$ cat config.mk
export PLATFORM = sky130hd
export DESIGN_NAME = memx_update_sequencer
export DESIGN_NICKNAME = d
export VERILOG_FILES = /design/src/rtl/memx_update_sequencer.sv
export SDC_FILE = /design/constraint.sdc
export NUM_CORES = 2
export LEC_CHECK = 0
export ABC_AREA = 0
export BUFFER_PORTS_ARGS = -buffer_cell sky130_fd_sc_hd__buf_4
export CAP_MARGIN = 20
export CORE_AREA = 2 2 630 632
export DETAILED_ROUTE_END_ITERATION = 10
export DIE_AREA = 0 0 632 634
export PLACE_DENSITY = 0.3
export SKIP_CTS_REPAIR_TIMING = 1
export SLEW_MARGIN = 10
export SYNTH_ARGS = -nofsm -noshare
export SYNTH_HDL_FRONTEND = slang
export SYNTH_SLANG_ARGS = --single-unit
$ cat constraint.sdc
create_clock -name clk -period 2.7 [get_ports clk]
set_input_delay 0.135 -clock clk [delete_from_list [all_inputs] [get_ports clk]]
set_output_delay 0.135 -clock clk [all_outputs]
set_load 0.05 [all_outputs]
$ cat src/rtl/memx_update_sequencer.sv
// memx_update_sequencer
//   Drives the x-vector update pass (x_new = x + alpha*p) of one solver iteration.
//   Walks memX row by row and issues each x row plus the matching p row to an
//   external fixed-latency vector multiply-add unit. Each returned result row is
//   written back into memX at the row address it was read from.
//
// Ports
//   clk, reset          rising-edge clock, synchronous active-high reset
//   start               one-cycle pulse, begins a pass when idle
//   num_rows            rows to process (sampled on accepted start)
//   base_address        first memX row (sampled on accepted start)
//   read_address        memX read row address (combinational from registers)
//   x_row, p_row        x and p rows at read_address, same cycle
//   op_valid/op_x/op_p  registered operands to the vector unit
//   result_data         vector unit result, valid unit_latency cycles after op_valid
//   write_enable/write_address/write_data   registered memX write port
//   busy                high from an accepted start until done
//   done                one-cycle pulse once the final write has been issued
module memx_update_sequencer #(
   parameter int no_of_units   = 8,
   parameter int element_width = 32,
   parameter int address_width = 20,
   parameter int unit_latency  = 4
) (
   input  logic                                   clk,
   input  logic                                   reset,
   input  logic                                   start,
   input  logic [address_width-1:0]               num_rows,
   input  logic [address_width-1:0]               base_address,
   output logic [address_width-1:0]               read_address,
   input  logic [no_of_units*element_width-1:0]   x_row,
   input  logic [no_of_units*element_width-1:0]   p_row,
   output logic                                   op_valid,
   output logic [no_of_units*element_width-1:0]   op_x,
   output logic [no_of_units*element_width-1:0]   op_p,
   input  logic [no_of_units*element_width-1:0]   result_data,
   output logic                                   write_enable,
   output logic [address_width-1:0]              write_address,
   output logic [no_of_units*element_width-1:0]   write_data,
   output logic                                   busy,
   output logic                                   done
);

   localparam int AW = address_width;

   typedef enum logic [1:0] {IDLE, ISSUE, DRAIN, FINISH} state_t;

   state_t          state, state_next;
   logic [AW-1:0]   rows_q;
   logic [AW-1:0]   base_q;
   logic [AW-1:0]   issue_cnt;
   logic [AW-1:0]   write_cnt;
   logic            accept;
   logic            issuing;

   // Tag pipeline: stage 0 lines up with op_valid, the last stage with result_data.
   logic [unit_latency:0] tag_valid;
   logic [AW-1:0]         tag_addr [unit_latency+1];

   always_ff @(posedge clk) begin
      if (reset) state <= IDLE;
      else       state <= state_next;
   end

   always_comb begin
      state_next   = state;
      accept       = 1'b0;
      issuing      = 1'b0;
      busy         = 1'b0;
      done         = 1'b0;
      read_address = '0;
      case (state)
         IDLE: begin
            if (start) begin
               if (num_rows != '0) begin
                  accept     = 1'b1;
                  state_next = ISSUE;
               end else begin
                  // Empty pass: no memX traffic, just the done pulse.
                  state_next = FINISH;
               end
            end
         end
         ISSUE: begin
            busy         = 1'b1;
            issuing      = 1'b1;
            read_address = base_q + issue_cnt;   // wraps modulo 2^address_width
            if (issue_cnt == rows_q - AW'(1)) state_next = DRAIN;
         end
         DRAIN: begin
            busy = 1'b1;
            if (write_cnt == rows_q) state_next = FINISH;
         end
         FINISH: begin
            done       = 1'b1;
            state_next = IDLE;
         end
         default: state_next = IDLE;
      endcase
   end

   always_ff @(posedge clk) begin
      if (reset) begin
         rows_q        <= '0;
         base_q        <= '0;
         issue_cnt     <= '0;
         write_cnt     <= '0;
         op_valid      <= 1'b0;
         op_x          <= '0;
         op_p          <= '0;
         tag_valid     <= '0;
         for (int unsigned i = 0; i <= unit_latency; i++) tag_addr[i] <= '0;
         write_enable  <= 1'b0;
         write_address <= '0;
         write_data    <= '0;
      end else begin
         if (accept) begin
            rows_q    <= num_rows;
            base_q    <= base_address;
            issue_cnt <= '0;
         end else if (issuing) begin
            issue_cnt <= issue_cnt + AW'(1);
         end

         op_valid <= issuing;
         if (issuing) begin
            op_x <= x_row;
            op_p <= p_row;
         end

         tag_valid   <= {tag_valid[unit_latency-1:0], issuing};
         tag_addr[0] <= read_address;
         for (int unsigned i = 1; i <= unit_latency; i++) tag_addr[i] <= tag_addr[i-1];

         write_enable <= tag_valid[unit_latency];
         if (tag_valid[unit_latency]) begin
            write_address <= tag_addr[unit_latency];
            write_data    <= result_data;
         end

         if (accept)                       write_cnt <= '0;
         else if (tag_valid[unit_latency]) write_cnt <= write_cnt + AW'(1);
      end
   end

endmodule
## Word-level counts from Yosys, hierarchy flattened

Memories as Yosys holds them, arrays and structs flattened. A register that Yosys moved wholly into a read port is not among the register bits.
Cells that the tools add are included.

- Add/sub/neg operators: 4
- Eq/ne operators: 8
- Mux-type cells: 20
- Bitwise logic cells: 5
- Reduce and logical (&&, ||, !) cells: 5

Operator list:

| kind | count |
|---|---|
| two-way mux 20 bit | 6 |
| adder 20 x 1 -> 20 bit, second input constant | 2 |
| == test 20 bit | 2 |
| adder 20 bit | 1 |
| nonzero test 20 bit | 1 |
| subtractor 20 x 1 -> 20 bit, second input constant | 1 |
| two-way mux 1 bit | 9 |
| two-way mux 2 bit | 4 |
| one-hot mux 2 bit (4 select lines) | 1 |
| inequality test 2 bit, second input constant | 3 |
| bitwise OR 1 bit | 5 |
| == test 2 bit, second input constant | 2 |
| OR reduction 2 bit | 2 |
| AND reduction 3 bit | 1 |
| == test 2 x 1 -> 1 bit, second input constant | 1 |
| zero test 2 bit | 1 |

- Register bits after elaboration: 857
- RAM bits: 100
- Input port bits: 811
- Output and inout port bits: 812
- Logic and storage cells: 54
- Memories: 1

Memory list:

| memory | depth | bits a word | rd ports | clocked after memory_dff | wr ports | line | source |
|---|---|---|---|---|---|---|---|
| tag_addr | 5 | 20 | 5 | 1 | 5 | 58 | `logic [AW-1:0] tag_addr [unit_latency+1];` |

## Longest topological paths before layout

- Word-level depth: 5
- Mapped depth: 13
- Mapped depth without buffers: 10

## Worst setup path after synthesis

OpenSTA, ideal clock, no wires.

- Path type: register -> output
- Start: reg base_q[11]
- End: out read_address[19]
- Arrival time: 3.217 ns
- Required time: 2.565 ns
- Path slack: -0.652 ns
- Stages on the path, launching flop included: 10
- Buffers on the path: 0
- Path through: dfxtp_1 -> ha_1 -> and2_1 -> o21a_1 -> o21a_1 -> o41ai_1 -> o21ai_0 -> o31ai_1 -> a21oi_1 -> nor3b_1

- Cells in the longest elaborated chain, start to end: 2

RTL lines:

| what | line | source |
|---|---|---|
| start, declared | 50 | `logic [AW-1:0] base_q;` |
| start signal, assigned | 119 | `base_q <= base_address;` |
| adder 20 bit | 87 | `read_address = base_q + issue_cnt;` |
| two-way mux 20 bit | 72 | `case (state)` |
| end, declared | 30 | `output logic [address_width-1:0] read_address,` |

No other way between the ends.

## Final worst setup path

- Start: reg issue_cnt[1]
- End: out read_address[15]

- Cells in the longest elaborated chain, start to end: 2

RTL lines:

| what | line | source |
|---|---|---|
| start, declared | 51 | `logic [AW-1:0] issue_cnt;` |
| start signal, assigned | 122 | `issue_cnt <= issue_cnt + AW'(1);` |
| adder 20 bit | 87 |  |
| two-way mux 20 bit | 72 |  |

No other way between the ends.

==> metrics.log <==
[metrics] initial standard-cell utilization of the core: 8.98%
[metrics] sort of element at the start of the critical path: register
[metrics] final critical path time including I/O delays and setup: 3.53 ns
[metrics] Post-synth ARST share: 0%
[metrics] RSZ-0062 raised after global routing: yes
[metrics] worst path arrival time: 3.40 ns
[metrics] clock transition time at the flip-flop clock pins of the worst setup and hold paths: 0.06 ns
[metrics] Total Die Area: 401,000 µm²
[metrics] final layout net count: 6,843
[metrics] global-route wire length before repair: 340,000 µm
[metrics] via count of the first global-routing pass: 31,400
[metrics] maximum number of pins on one net before global-route repair: 92
[metrics] power per unit of standard cell area: 820 nW/µm²
[metrics] total leakage power: 0.0285 µW
[metrics] maximum clock frequency: 283 MHz
[metrics] Worst Tran Pin Value: 0.667 ns
[metrics] number of levels in the clock H-tree: 4
[metrics] Sw Share: 38.5%
[metrics] cell type contributing the most total cell area after synthesis: dfxtp_1
[metrics] number of enable-type register cells in the synthesized netlist: 0
[metrics] total wire length after detailed routing: 277,000 µm
[metrics] cell internal pwr: 34,800 µW
[metrics] cells on worst reg2reg path: 9
[metrics] I/O pins: 1,623
[metrics] Filler Cell Count: 44,100
[metrics] share of post-route cells with drive strength above 1: 33.8%
[metrics] Final ANT Viol Nets: 0
[metrics] Tot GR Track Use: 13.0%
[metrics] Final Hold Fails: 0
[metrics] maximum fanout encountered on the critical timing path: 2
[metrics] count of standard-cell rows: 231
[metrics] most numerous cell in the Yosys netlist: dfxtp_1
[metrics] final worst slack: -0.834 ns
[metrics] cell count of the worst hold path: 4
[metrics] number of library cell types mapped by synthesis: 59
[metrics] number of buffers added by the clock tree synthesis step: 146
[metrics] mean cell area of the mapped netlist: 10.4 µm²
[metrics] number of buffer cells added on primary ports: 1,622
[metrics] CTS tree: built
[metrics] Cells after Synth: 3,397
[metrics] share of total power in combinational logic: 34.5%
[metrics] switching power summed over all nets: 21,800 µW
[metrics] final routed wire length divided by cell count: 24.3 µm
[metrics] post-synthesis instance area: 35,400 µm²
[metrics] type of destination of the critical path: primary output
[metrics] per-cell via count in the routed design: 3.08
[metrics] Flop pwr share: 30.6%
[metrics] total nets after synthesis: 4,235
[metrics] area share of the leading cell type in the synthesized netlist: 55.2%
[metrics] overflow left after global routing: 0
[metrics] Setup Viol. Count Final: 16
[metrics] final weighted congestion in routability-driven placement: 0.893
[metrics] signed area change from the synthesized netlist to the final layout: 95.3%
[metrics] clock network fraction of total power: 34.8%
[metrics] die height: 634 µm
[metrics] CTS root buf: clkbuf_16
[metrics] total iterations of the first detailed-routing run: 5
[metrics] maximum clock skew at final layout: 0.0444 ns
[metrics] failing checks: negative setup slack
[metrics] worst relative slew slack: 55.5%
[metrics] Longest Clk Path Bufs: 4
[metrics] number of pins exceeding their max-slew limit in the final report: 0
[metrics] number of remaining DRC errors: 0
[metrics] post-layout util: 17.5%
[metrics] placed wire-length estimate: 233,000 µm
[metrics] insertion delay of the later-clocked pin in the worst-skew pair: 0.84 ns
[metrics] post-synthesis register bit count: 976
[metrics] most area-consuming cells after synthesis: dfxtp_1 55%, mux2i_1 24%, nor2_1 9.5%
[metrics] x dimension of the die: 632 µm
[metrics] placed inst area: 54,700 µm²
[metrics] core box area: 394,000 µm²
[metrics] flip-flop cell with the highest count after synthesis: dfxtp_1
[metrics] worst endpoint required time: 2.57 ns
[metrics] initial antenna violation count: 173
[metrics] Post-Layout Inst Area: 69,100 µm²
[metrics] max-capacitance violation count: 0
[metrics] highest ir drop seen on vdd: 479 µV
[metrics] category of the critical setup timing path: register to primary output
[metrics] Synthesis Warnings: 0
[metrics] worst min-delay path category: input pin to register
[metrics] period utilisation layout: 131%
[metrics] sequential-to-total area share from yosys stat: 55.2%
[metrics] detailed-route via count: 35,200
[metrics] DRT iter0 DRCs: 1,292
[metrics] outcome: finished, violations left
[metrics] number of clock sinks: 976
[metrics] most instantiated cells after synthesis: 976 x dfxtp_1, 896 x nor2_1, 833 x mux2i_1
[worst paths after layout]
path	startpoint	end	slack [ns]
worst max-delay path	issue_cnt[1]$_SDFFE_PP0P_	read_address[15]	-0.83
worst min-delay path	result_data[255]	write_data[255]$_SDFFE_PP0P_	0.07
worst max register to register	rows_q[0]$_SDFFE_PP0P_	state[0]$_SDFFE_PP0P_	0.14
worst min register to register	tag_addr[2][12]$_SDFF_PP0_	tag_addr[3][12]$_SDFF_PP0_	0.42
[critical path, stage by stage, from the launching register on]
cell,delay (ns)
dfxtp_4,0.36
ha_4,0.22
a21o_1,0.16
a21oi_2,0.17
nor2b_2,0.08
a21oi_2,0.22
a21oi_2,0.11
o31a_1,0.35
o41ai_4,0.32
buf_4,0.18
mux2i_4,0.21
buf_6,0.18
[registers in the layout (all words and copies together), names as in the netlist]
name           count
op_x             256
op_p             256
write_cnt         20
write_address     20
tag_addr         100
tag_valid          5
base_q            20
write_enable       1
issue_cnt         20
rows_q            20
state              2
write_data       256
[cells in the final DEF, fill, tap and decap left out, types with 21 or more instances in the layout]
cell | netlist | final
dlygate4sd3_1 | 0 | 900
and2_1 | 30 | 24
clkbuf_1 | 201 | 31
xnor2_1 | 36 | 33
clkbuf_16 | 0 | 147
dfxtp_1 | 976 | 967
nand3_1 | 21 | 21
buf_4 | 1 | 1737
nor2_1 | 896 | 896
nor2b_1 | 97 | 95
diode_2 | 0 | 76
nand2_1 | 31 | 30
xor2_1 | 54 | 54
mux2i_1 | 833 | 832
clkbuf_8 | 0 | 28
[cell families (layout without fill, tap and decap cells)]
kind of cell             after synthesis  in the layout  share of synthesized area, %
AND/OR/NAND/NOR                     1156           1156                          14.0
buffers and inverters                237           2954                          2.56
flip-flops                           976            976                          55.2
XOR/XNOR                              90             90                          2.23
multiplexers                         834            834                          23.6
other                                  0             76                             0
AO/OA/AOI/OAI                         77             77                          1.48
adder cells (fa/ha/maj)               27             27                         0.976
[routing by layer]
metal,track usage [%],part of all wire [%],wire (µm)
met5,0,0.13,364
met4,4.76,3.9,10700
met3,5.90,7.4,20400
met2,23.7,51,143000
met1,12.8,37,103000
[power groups by stage]
| stage | clock (µW) | sequential [µW] | combinational, µW |
|---|---|---|---|
| after CTS | 20800 | 17400 | 18500 |
| after global routing | 21200 | 17600 | 20700 |
| final | 19700 | 17400 | 19600 |
| after floorplan | 0 | 22800 | 5510 |
| after global placement | 0 | 17600 | 18500 |
| after detailed placement | 0 | 17600 | 18500 |
[through the flow]
step | setup TNS (ns) | power [µW] | hold slack [ns] | cells | setup WS [ns]
finish | -9.34 | 56700 | 0.0706 | 11400 | -0.834
CTS | -15.35 | 56700 | -0.630 | 10400 | -1.22
global route | -12.66 | 59400 | 0.00959 | 11400 | -1.05
detailed placement | -1.34 | 36100 | 0.375 | 10200 | -0.230
global placement | -1.80 | 36100 | 0.367 | 10200 | -0.304
floorplan | -0.0252 | 28300 | 0.279 | 3397 | -0.0252
[area by class of cell]
type / instances / area [µm²] / area share, %
Antenna cell: 76 / 190 / 0.275
Clock buffer: 206 / 4180 / 6.05
Clock inverter: 51 / 643 / 0.931
Inverter: 17 / 63.8 / 0.0923
Multi-Input combinational cell: 2184 / 15200 / 22.0
Sequential cell: 976 / 19600 / 28.3
Tap cell: 5242 / 6560 / 9.49
Timing Repair Buffer: 2680 / 22700 / 32.9
Power figures use the tool's default switching activity.
